--- src/rtl/fpu_seq.sv ---
// fpu_seq: sequential floating-point add/sub/mul unit.
// One operation is in flight at a time. Alignment, multiplication and
// normalisation are iterative, one bit per cycle. Rounding truncates, and
// denormal inputs are flushed to zero.
module fpu_seq #(
  parameter int EXP_W = 8,
  parameter int MAN_W = 23
) (
  input  logic                   clk,
  input  logic                   rst_n,
  input  logic                   in_valid,
  output logic                   in_ready,
  input  logic [1:0]             op,
  input  logic [EXP_W+MAN_W:0]   a,
  input  logic [EXP_W+MAN_W:0]   b,
  output logic                   out_valid,
  input  logic                   out_ready,
  output logic [EXP_W+MAN_W:0]   result,
  output logic [3:0]             flags
);

  localparam int W  = 1 + EXP_W + MAN_W;
  localparam int MW = MAN_W + 1;              // mantissa including the hidden bit
  localparam int PW = 2 * MW;                 // working width; hidden bit at PW-2
  localparam int EW = EXP_W + 2;              // signed working exponent
  localparam int CW = $clog2(MAN_W + 3);      // holds max(MAN_W+2, MAN_W+1)

  localparam logic [EXP_W-1:0]    EXP_ONES = '1;
  localparam logic signed [EW-1:0] BIAS    = EW'((1 << (EXP_W - 1)) - 1);
  localparam logic signed [EW-1:0] EXP_MAX = EW'((1 << EXP_W) - 1);
  localparam logic [W-1:0]        QNAN     = {1'b0, EXP_ONES, 1'b1, {(MAN_W-1){1'b0}}};

  // Flag bit positions: {invalid, overflow, underflow, zero}
  localparam logic [3:0] F_NONE  = 4'b0000;
  localparam logic [3:0] F_INV   = 4'b1000;
  localparam logic [3:0] F_OVF   = 4'b0100;
  localparam logic [3:0] F_UNF   = 4'b0011;
  localparam logic [3:0] F_ZERO  = 4'b0001;

  typedef enum logic [1:0] {OP_ADD, OP_SUB, OP_MUL, OP_RSV} op_t;

  typedef enum logic [2:0] {
    IDLE, UNPACK, ALIGN, ADD, MUL, NORM, PACK, DONE
  } state_t;

  state_t state, state_nx;

  // Captured operation and working registers
  op_t                    op_q;
  logic [W-1:0]           a_q, b_q;
  logic                   sa_q, sb_q;      // operand signs (b already negated for sub)
  logic                   sign_q;          // result sign
  logic signed [EW-1:0]   e_r;             // working exponent
  logic [MW-1:0]          ma, mb;          // mantissas with hidden bit
  logic [PW-1:0]          acc;             // normalisation / product register
  logic [CW-1:0]          cnt;             // ALIGN and MUL iteration counter
  logic                   shift_b;         // 1: b has the smaller exponent
  logic                   byp;             // result already decided (special case)
  logic [W-1:0]           byp_res;
  logic [3:0]             byp_flg;
  logic [W-1:0]           res_q;
  logic [3:0]             flg_q;

  // Field decode of the captured operands
  logic                   sa_f, sb_f;
  logic [EXP_W-1:0]       ea_f, eb_f;
  logic [MAN_W-1:0]       fa_f, fb_f;
  logic                   a_zero, b_zero, a_inf, b_inf, a_nan, b_nan;

  assign sa_f   = a_q[W-1];
  assign sb_f   = b_q[W-1] ^ (op_q == OP_SUB);
  assign ea_f   = a_q[W-2 -: EXP_W];
  assign eb_f   = b_q[W-2 -: EXP_W];
  assign fa_f   = a_q[MAN_W-1:0];
  assign fb_f   = b_q[MAN_W-1:0];
  assign a_zero = (ea_f == '0);
  assign b_zero = (eb_f == '0);
  assign a_inf  = (ea_f == EXP_ONES) && (fa_f == '0);
  assign b_inf  = (eb_f == EXP_ONES) && (fb_f == '0);
  assign a_nan  = (ea_f == EXP_ONES) && (fa_f != '0);
  assign b_nan  = (eb_f == EXP_ONES) && (fb_f != '0);

  // Alignment distance, saturated so a fully shifted-out mantissa stops early
  logic                   a_ge;
  logic [EXP_W-1:0]       dexp;
  logic [CW-1:0]          shift_n;

  assign a_ge    = (ea_f >= eb_f);
  assign dexp    = a_ge ? (ea_f - eb_f) : (eb_f - ea_f);
  assign shift_n = (int'(dexp) > MAN_W + 2) ? CW'(MAN_W + 2) : CW'(dexp);

  // Special-operand classification: NaN, infinity and zero shortcuts
  logic                   spec;
  logic [W-1:0]           spec_res;
  logic [3:0]             spec_flg;

  always_comb begin
    // NOTE: every signal written here gets a default first, so no path
    // through the decision tree can leave one unassigned and infer a latch.
    spec     = 1'b1;
    spec_res = QNAN;
    spec_flg = F_INV;
    if (op_q == OP_RSV || a_nan || b_nan) begin
      spec_res = QNAN;
      spec_flg = F_INV;
    end else if (op_q == OP_MUL) begin
      if ((a_inf && b_zero) || (a_zero && b_inf)) begin
        spec_res = QNAN;
        spec_flg = F_INV;
      end else if (a_inf || b_inf) begin
        spec_res = {sa_f ^ sb_f, EXP_ONES, {MAN_W{1'b0}}};
        spec_flg = F_NONE;
      end else if (a_zero || b_zero) begin
        spec_res = {sa_f ^ sb_f, {(W-1){1'b0}}};
        spec_flg = F_ZERO;
      end else begin
        spec = 1'b0;
      end
    end else begin
      if (a_inf && b_inf && (sa_f != sb_f)) begin
        spec_res = QNAN;
        spec_flg = F_INV;
      end else if (a_inf) begin
        spec_res = {sa_f, EXP_ONES, {MAN_W{1'b0}}};
        spec_flg = F_NONE;
      end else if (b_inf) begin
        spec_res = {sb_f, EXP_ONES, {MAN_W{1'b0}}};
        spec_flg = F_NONE;
      end else if (a_zero && b_zero) begin
        // Only -0 + -0 keeps the negative sign
        spec_res = {sa_f & sb_f, {(W-1){1'b0}}};
        spec_flg = F_ZERO;
      end else if (a_zero) begin
        spec_res = {sb_f, b_q[W-2:0]};
        spec_flg = F_NONE;
      end else if (b_zero) begin
        spec_res = a_q;
        spec_flg = F_NONE;
      end else begin
        spec = 1'b0;
      end
    end
  end

  // Magnitude add/subtract of the aligned mantissas
  logic [MW:0]            add_sum;
  logic                   add_sign;
  logic                   add_zero;

  always_comb begin
    add_sum  = '0;
    add_sign = sa_q;
    add_zero = 1'b0;
    if (sa_q == sb_q) begin
      add_sum = {1'b0, ma} + {1'b0, mb};
    end else if (ma > mb) begin
      add_sum = {1'b0, ma - mb};
    end else if (mb > ma) begin
      add_sum  = {1'b0, mb - ma};
      add_sign = sb_q;
    end else begin
      add_zero = 1'b1;
    end
  end

  // One shift-add step: add the multiplicand into the upper half, then shift right
  logic [MW:0]            mul_sum;
  assign mul_sum = {1'b0, acc[PW-1:MW]} + (mb[0] ? {1'b0, ma} : {(MW+1){1'b0}});

  // Final packing of a normalised value, with overflow/underflow saturation
  logic [W-1:0]           pack_res;
  logic [3:0]             pack_flg;

  always_comb begin
    pack_res = '0;
    pack_flg = F_NONE;
    if (byp) begin
      pack_res = byp_res;
      pack_flg = byp_flg;
    end else if (e_r >= EXP_MAX) begin
      pack_res = {sign_q, EXP_ONES, {MAN_W{1'b0}}};
      pack_flg = F_OVF;
    end else if (e_r[EW-1] || (e_r == '0)) begin
      pack_res = {sign_q, {(W-1){1'b0}}};
      pack_flg = F_UNF;
    end else begin
      pack_res = {sign_q, e_r[EXP_W-1:0], acc[PW-3 -: MAN_W]};
      pack_flg = F_NONE;
    end
  end

  // State register
  always_ff @(posedge clk or negedge rst_n) begin
    // NOTE: clocked state uses non-blocking assignments so every flop samples
    // pre-edge values, independent of the order the blocks are evaluated in.
    if (!rst_n) state <= IDLE;
    else        state <= state_nx;
  end

  // Next-state logic and handshake outputs
  always_comb begin
    state_nx  = state;
    in_ready  = 1'b0;
    out_valid = 1'b0;
    unique case (state)
      IDLE: begin
        in_ready = 1'b1;
        if (in_valid) state_nx = UNPACK;
      end
      UNPACK: begin
        if (spec)                 state_nx = PACK;
        else if (op_q == OP_MUL)  state_nx = MUL;
        else if (shift_n != '0)   state_nx = ALIGN;
        else                      state_nx = ADD;
      end
      ALIGN:  if (cnt == CW'(1)) state_nx = ADD;
      ADD:    state_nx = add_zero ? PACK : NORM;
      MUL:    if (cnt == CW'(1)) state_nx = NORM;
      NORM:   if (!acc[PW-1] && acc[PW-2]) state_nx = PACK;
      PACK:   state_nx = DONE;
      DONE: begin
        out_valid = 1'b1;
        if (out_ready) state_nx = IDLE;
      end
      default: state_nx = IDLE;
    endcase
  end

  // Datapath: operand capture, alignment, add, multiply, normalise, pack
  always_ff @(posedge clk or negedge rst_n) begin
    if (!rst_n) begin
      op_q    <= OP_ADD;
      a_q     <= '0;
      b_q     <= '0;
      sa_q    <= 1'b0;
      sb_q    <= 1'b0;
      sign_q  <= 1'b0;
      e_r     <= '0;
      ma      <= '0;
      mb      <= '0;
      acc     <= '0;
      cnt     <= '0;
      shift_b <= 1'b0;
      byp     <= 1'b0;
      byp_res <= '0;
      byp_flg <= '0;
      res_q   <= '0;
      flg_q   <= '0;
    end else begin
      unique case (state)
        IDLE: begin
          if (in_valid) begin
            op_q <= op_t'(op);
            a_q  <= a;
            b_q  <= b;
          end
        end
        UNPACK: begin
          byp     <= spec;
          byp_res <= spec_res;
          byp_flg <= spec_flg;
          sa_q    <= sa_f;
          sb_q    <= sb_f;
          ma      <= {1'b1, fa_f};
          mb      <= {1'b1, fb_f};
          acc     <= '0;
          if (op_q == OP_MUL) begin
            sign_q <= sa_f ^ sb_f;
            e_r    <= $signed({2'b00, ea_f}) + $signed({2'b00, eb_f}) - BIAS;
            cnt    <= CW'(MAN_W + 1);
          end else begin
            e_r     <= $signed({2'b00, (a_ge ? ea_f : eb_f)});
            cnt     <= shift_n;
            shift_b <= a_ge;
          end
        end
        ALIGN: begin
          if (shift_b) mb <= mb >> 1;
          else         ma <= ma >> 1;
          cnt <= cnt - CW'(1);
        end
        ADD: begin
          if (add_zero) begin
            byp     <= 1'b1;
            byp_res <= '0;
            byp_flg <= F_ZERO;
          end else begin
            sign_q <= add_sign;
            acc    <= {add_sum, {MAN_W{1'b0}}};
          end
        end
        MUL: begin
          acc <= {mul_sum, acc[MW-1:1]};
          mb  <= mb >> 1;
          cnt <= cnt - CW'(1);
        end
        NORM: begin
          if (acc[PW-1]) begin
            acc <= acc >> 1;
            e_r <= e_r + EW'(1);
          end else if (!acc[PW-2]) begin
            acc <= acc << 1;
            e_r <= e_r - EW'(1);
          end
        end
        PACK: begin
          res_q <= pack_res;
          flg_q <= pack_flg;
        end
        DONE: ;
        default: ;
      endcase
    end
  end

  assign result = res_q;
  assign flags  = flg_q;

endmodule
--- config.mk ---
export PLATFORM = sky130hd
export DESIGN_NAME = fpu_seq
export DESIGN_NICKNAME = d
export VERILOG_FILES = /design/src/rtl/fpu_seq.sv
export SDC_FILE = /design/constraint.sdc
export NUM_CORES = 1
export LEC_CHECK = 0
export CELL_PAD_IN_SITES_DETAIL_PLACEMENT = 1
export CELL_PAD_IN_SITES_GLOBAL_PLACEMENT = 2
export CORE_AREA = 2 2 222 224
export DETAILED_ROUTE_END_ITERATION = 8
export DIE_AREA = 0 0 224 226
export GPL_TIMING_DRIVEN = 0
export PLACE_DENSITY_LB_ADDON = 0.1
export SYNTH_ARGS = -nofsm -noshare
export SYNTH_HDL_FRONTEND = slang
export SYNTH_SLANG_ARGS = --single-unit
--- constraint.sdc ---
create_clock -name clk -period 5.4 [get_ports clk]
set_input_delay 1.35 -clock clk [delete_from_list [all_inputs] [get_ports clk]]
set_output_delay 1.35 -clock clk [all_outputs]
set_load 0.05 [all_outputs]
==> flow_metrics.py <==
metrics = {
    "floorplanning": {
        "rows": 81,
        "die_h_um": 226,
        "boundaryPins": 108,
        "start_util_pct": 37.46,
        "die_x_um": 224,
        "fp.coreArea_um2": 48340,
        "design.die.area_um2": 50620,
    },
    "critical_path": {
        "worst-path-max-fanout": 10,
        "path_cells": "inv_1 > buf_1 > ha_1 > inv_1 > fa_1 > nand3_1 > a21oi_1 > nor3_1 > o221ai_1 > o21a_1 > o21ai_1 > clkbuf_2 > buf_1 > nand2_1 > o311ai_0",
        "cp-end-kind": "register",
        "critical_path_class": "register to register",
        "cpMaxStageDelayCell": "buf_1",
        "critPathRequiredTime_ps": 5860,
        "cp-start-kind": "register",
        "worst-endpoint-arrival_ps": 5530,
        "cp_slowest_stage_delay_ps": 520,
    },
    "place": {
        "dp_slack_ps": 156.6,
        "hpwl_um": 57160,
        "portBuffers": 107,
        "place_congestion": 0.9032,
    },
    "timing": {
        "final.period_utilization_pct": 93.92,
        "finalCriticalPeriod_ps": 5072,
        "report.final.slew_viol_count": 0,
        "setup_viol": 0,
        "finalHoldViolCount": 0,
        "fin_skew_ps": 22.00,
        "max_freq_mhz": 197.2,
        "relSlewSlack_pct": 23.08,
        "worst_pin_slew_ps": 1145,
        "rsz0062_at_grt": "false",
        "setup_slack_ps": 328.5,
    },
    "cts": {
        "root_buffer": "clkbuf_16",
        "cts_tree": "yes",
        "cts_htree_levels": 1,
        "cts_resized": 0,
        "cts.clk_slew.worst_paths_ps": 60,
        "clock_sinks": 255,
        "cts_hold_buf": 0,
        "numCtsBuffers": 31,
        "cts_buffer_depth": 3,
        "insertion_delay_ps": 580,
        "post_cts_buffers": 0,
    },
    "routing": {
        "drt_iter0_markers": 1449,
        "wl_um": 70830,
        "viasPerCell": 5.908,
        "drtAntennaViolNets": 0,
        "drtPass1Iterations": 9,
        "routedWlPerCell_um": 24.57,
        "drc": 0,
        "vias": 17026,
    },
    "final_layout": {
        "drive_gt1_share_pct": 5.619,
        "final_util_pct": 43.73,
        "final_common_cell": "dfrtp_1",
        "syn_to_final_growth_pct": 16.74,
        "layout_common_cells": "dfrtp_1, nand2_1, o21ai_0, nor2_1, a21oi_1",
        "final_nets": 2450,
        "n_antenna_cell": 0,
    },
    "synthesis": {
        "synth_area_leaders": "dfrtp_1, ha_1, o21ai_0, nand2_1, a21oi_1",
        "syn-num-nets": 2308,
        "postSynthAreaPerCell_um2": 8.652,
        "synth_area_leader_cell": "dfrtp_1",
        "synthArstFlopShare_pct": 100.0,
        "syn_area_um2": 18110,
        "ys.flop_type": "dfrtp_1",
        "ys_warn_count": 0,
        "synth-seq-cells": 255,
        "yosysTopAreaCellShare_pct": 35.24,
        "synth_edf_count": 0,
        "netlist_instances": 2093,
        "synthDistinctLibCells": 74,
        "yosysSeqAreaShare_pct": 35.24,
    },
    "global_routing": {
        "grt_pass1_vias": 17290,
        "grt_first_pass_wirelength_um": 107600,
        "grt_max_degree": 114,
        "grt.total_usage_pct": 27.87,
        "antenna_found_initial": 5,
        "grt_overflow_total": 0,
    },
    "min_path": {
        "hold_class": "register to register",
    },
    "flow_run": {
        "cap_violations": 0,
    },
    "outcome": {
        "status": "finished clean",
    },
}
## logic make-up after synthesis
group | Yosys count | share of synthesized area, %
buf+inv | 267 | 5.583
simple gates | 557 | 13.77
fa+ha+maj | 145 | 10.35
compound gates | 701 | 25.85
flops | 255 | 35.24
xor+xnor | 64 | 3.095
mux | 104 | 6.108
## critical path, delay by kind of cell (launching register included)
kind | cells | cell delay (ps)
buffers and inverters | 5 | 1630
AO/OA/AOI/OAI | 5 | 1400
AND/OR/NAND/NOR | 3 | 720
adder cells (fa/ha/maj) | 2 | 690
flip-flops | 1 | 510
## stage by stage
stage / TNS [ps] / hold slack (ps) / area [µm²] / instances
floorplan: 0 / 443.0 / 18110 / 2093
global placement: -2139540 / 462.6 / 19960 / 2822
detailed placement: 0 / 467.5 / 20020 / 2824
CTS: 0 / 482.5 / 21140 / 2882
global route: 0 / 503.7 / 21140 / 2882
finish: 0 / 479.7 / 21140 / 2882
## sequential cells by signal, indices dropped and copies added, names as in the netlist
register,count
b_q,32
ma,24
a_q,32
sa_q,1
byp_flg,2
acc,48
byp,1
state,3
result,32
shift_b,1
op_q,2
sign_q,1
mb,24
flags,4
sb_q,1
cnt,5
e_r,10
byp_res,32
## cells in the mapped netlist, types with 16 or more instances
library cell	number
o31ai_1	42
xor2_1	16
a21oi_1	153
inv_1	146
nand3_1	24
dfrtp_1	255
nor2b_1	17
a21o_1	32
xnor2_1	48
o21bai_1	22
ha_1	137
nand2_1	222
nor3_1	44
a22oi_1	55
a221o_1	17
nor2_1	156
mux2_2	52
mux2i_1	52
o21ai_0	179
o211ai_1	27
a31oi_1	17
a222oi_1	36
nand4_1	26
o221ai_1	17
clkbuf_1	110
a211oi_1	16
## layer usage
| metal | global-route usage [%] | share of wire, % | vias up |
|---|---|---|---|
| met5 | 0 | 0 | - |
| met4 | 5.419 | 1.8 | 0 |
| met1 | 42.15 | 50 | 8567 |
| li1 | - | - | 7931 |
| met2 | 42.08 | 42 | 458 |
| met3 | 4.085 | 6.0 | 70 |
## cell type report
cell class	count	area, µm²
Tap cell	622	778.2
Clock inverter	16	224.0
Multi-Input combinational cell	1571	10720
Fill cell	5653	27200
Clock buffer	42	897.1
Sequential cell	255	6381
Inverter	146	548.0
Buffer	121	464.2
Timing Repair Buffer	109	1131
## worst paths after layout
path,startpoint,to,slack [ps],cells past startpoint
worst min-delay path,result[21],result[21],480,2
max in group asynchronous,rst_n,acc[26],3810,2
worst max register to register,mb[0],acc[26],330,15
worst max-delay path,mb[0],acc[26],330,15
worst min register to register,result[21],result[21],480,2
min in group asynchronous,rst_n,result[26],670,1
Power is not shown: default switching activity piles up to over one toggle a cycle in this logic, so the estimate is an artifact.
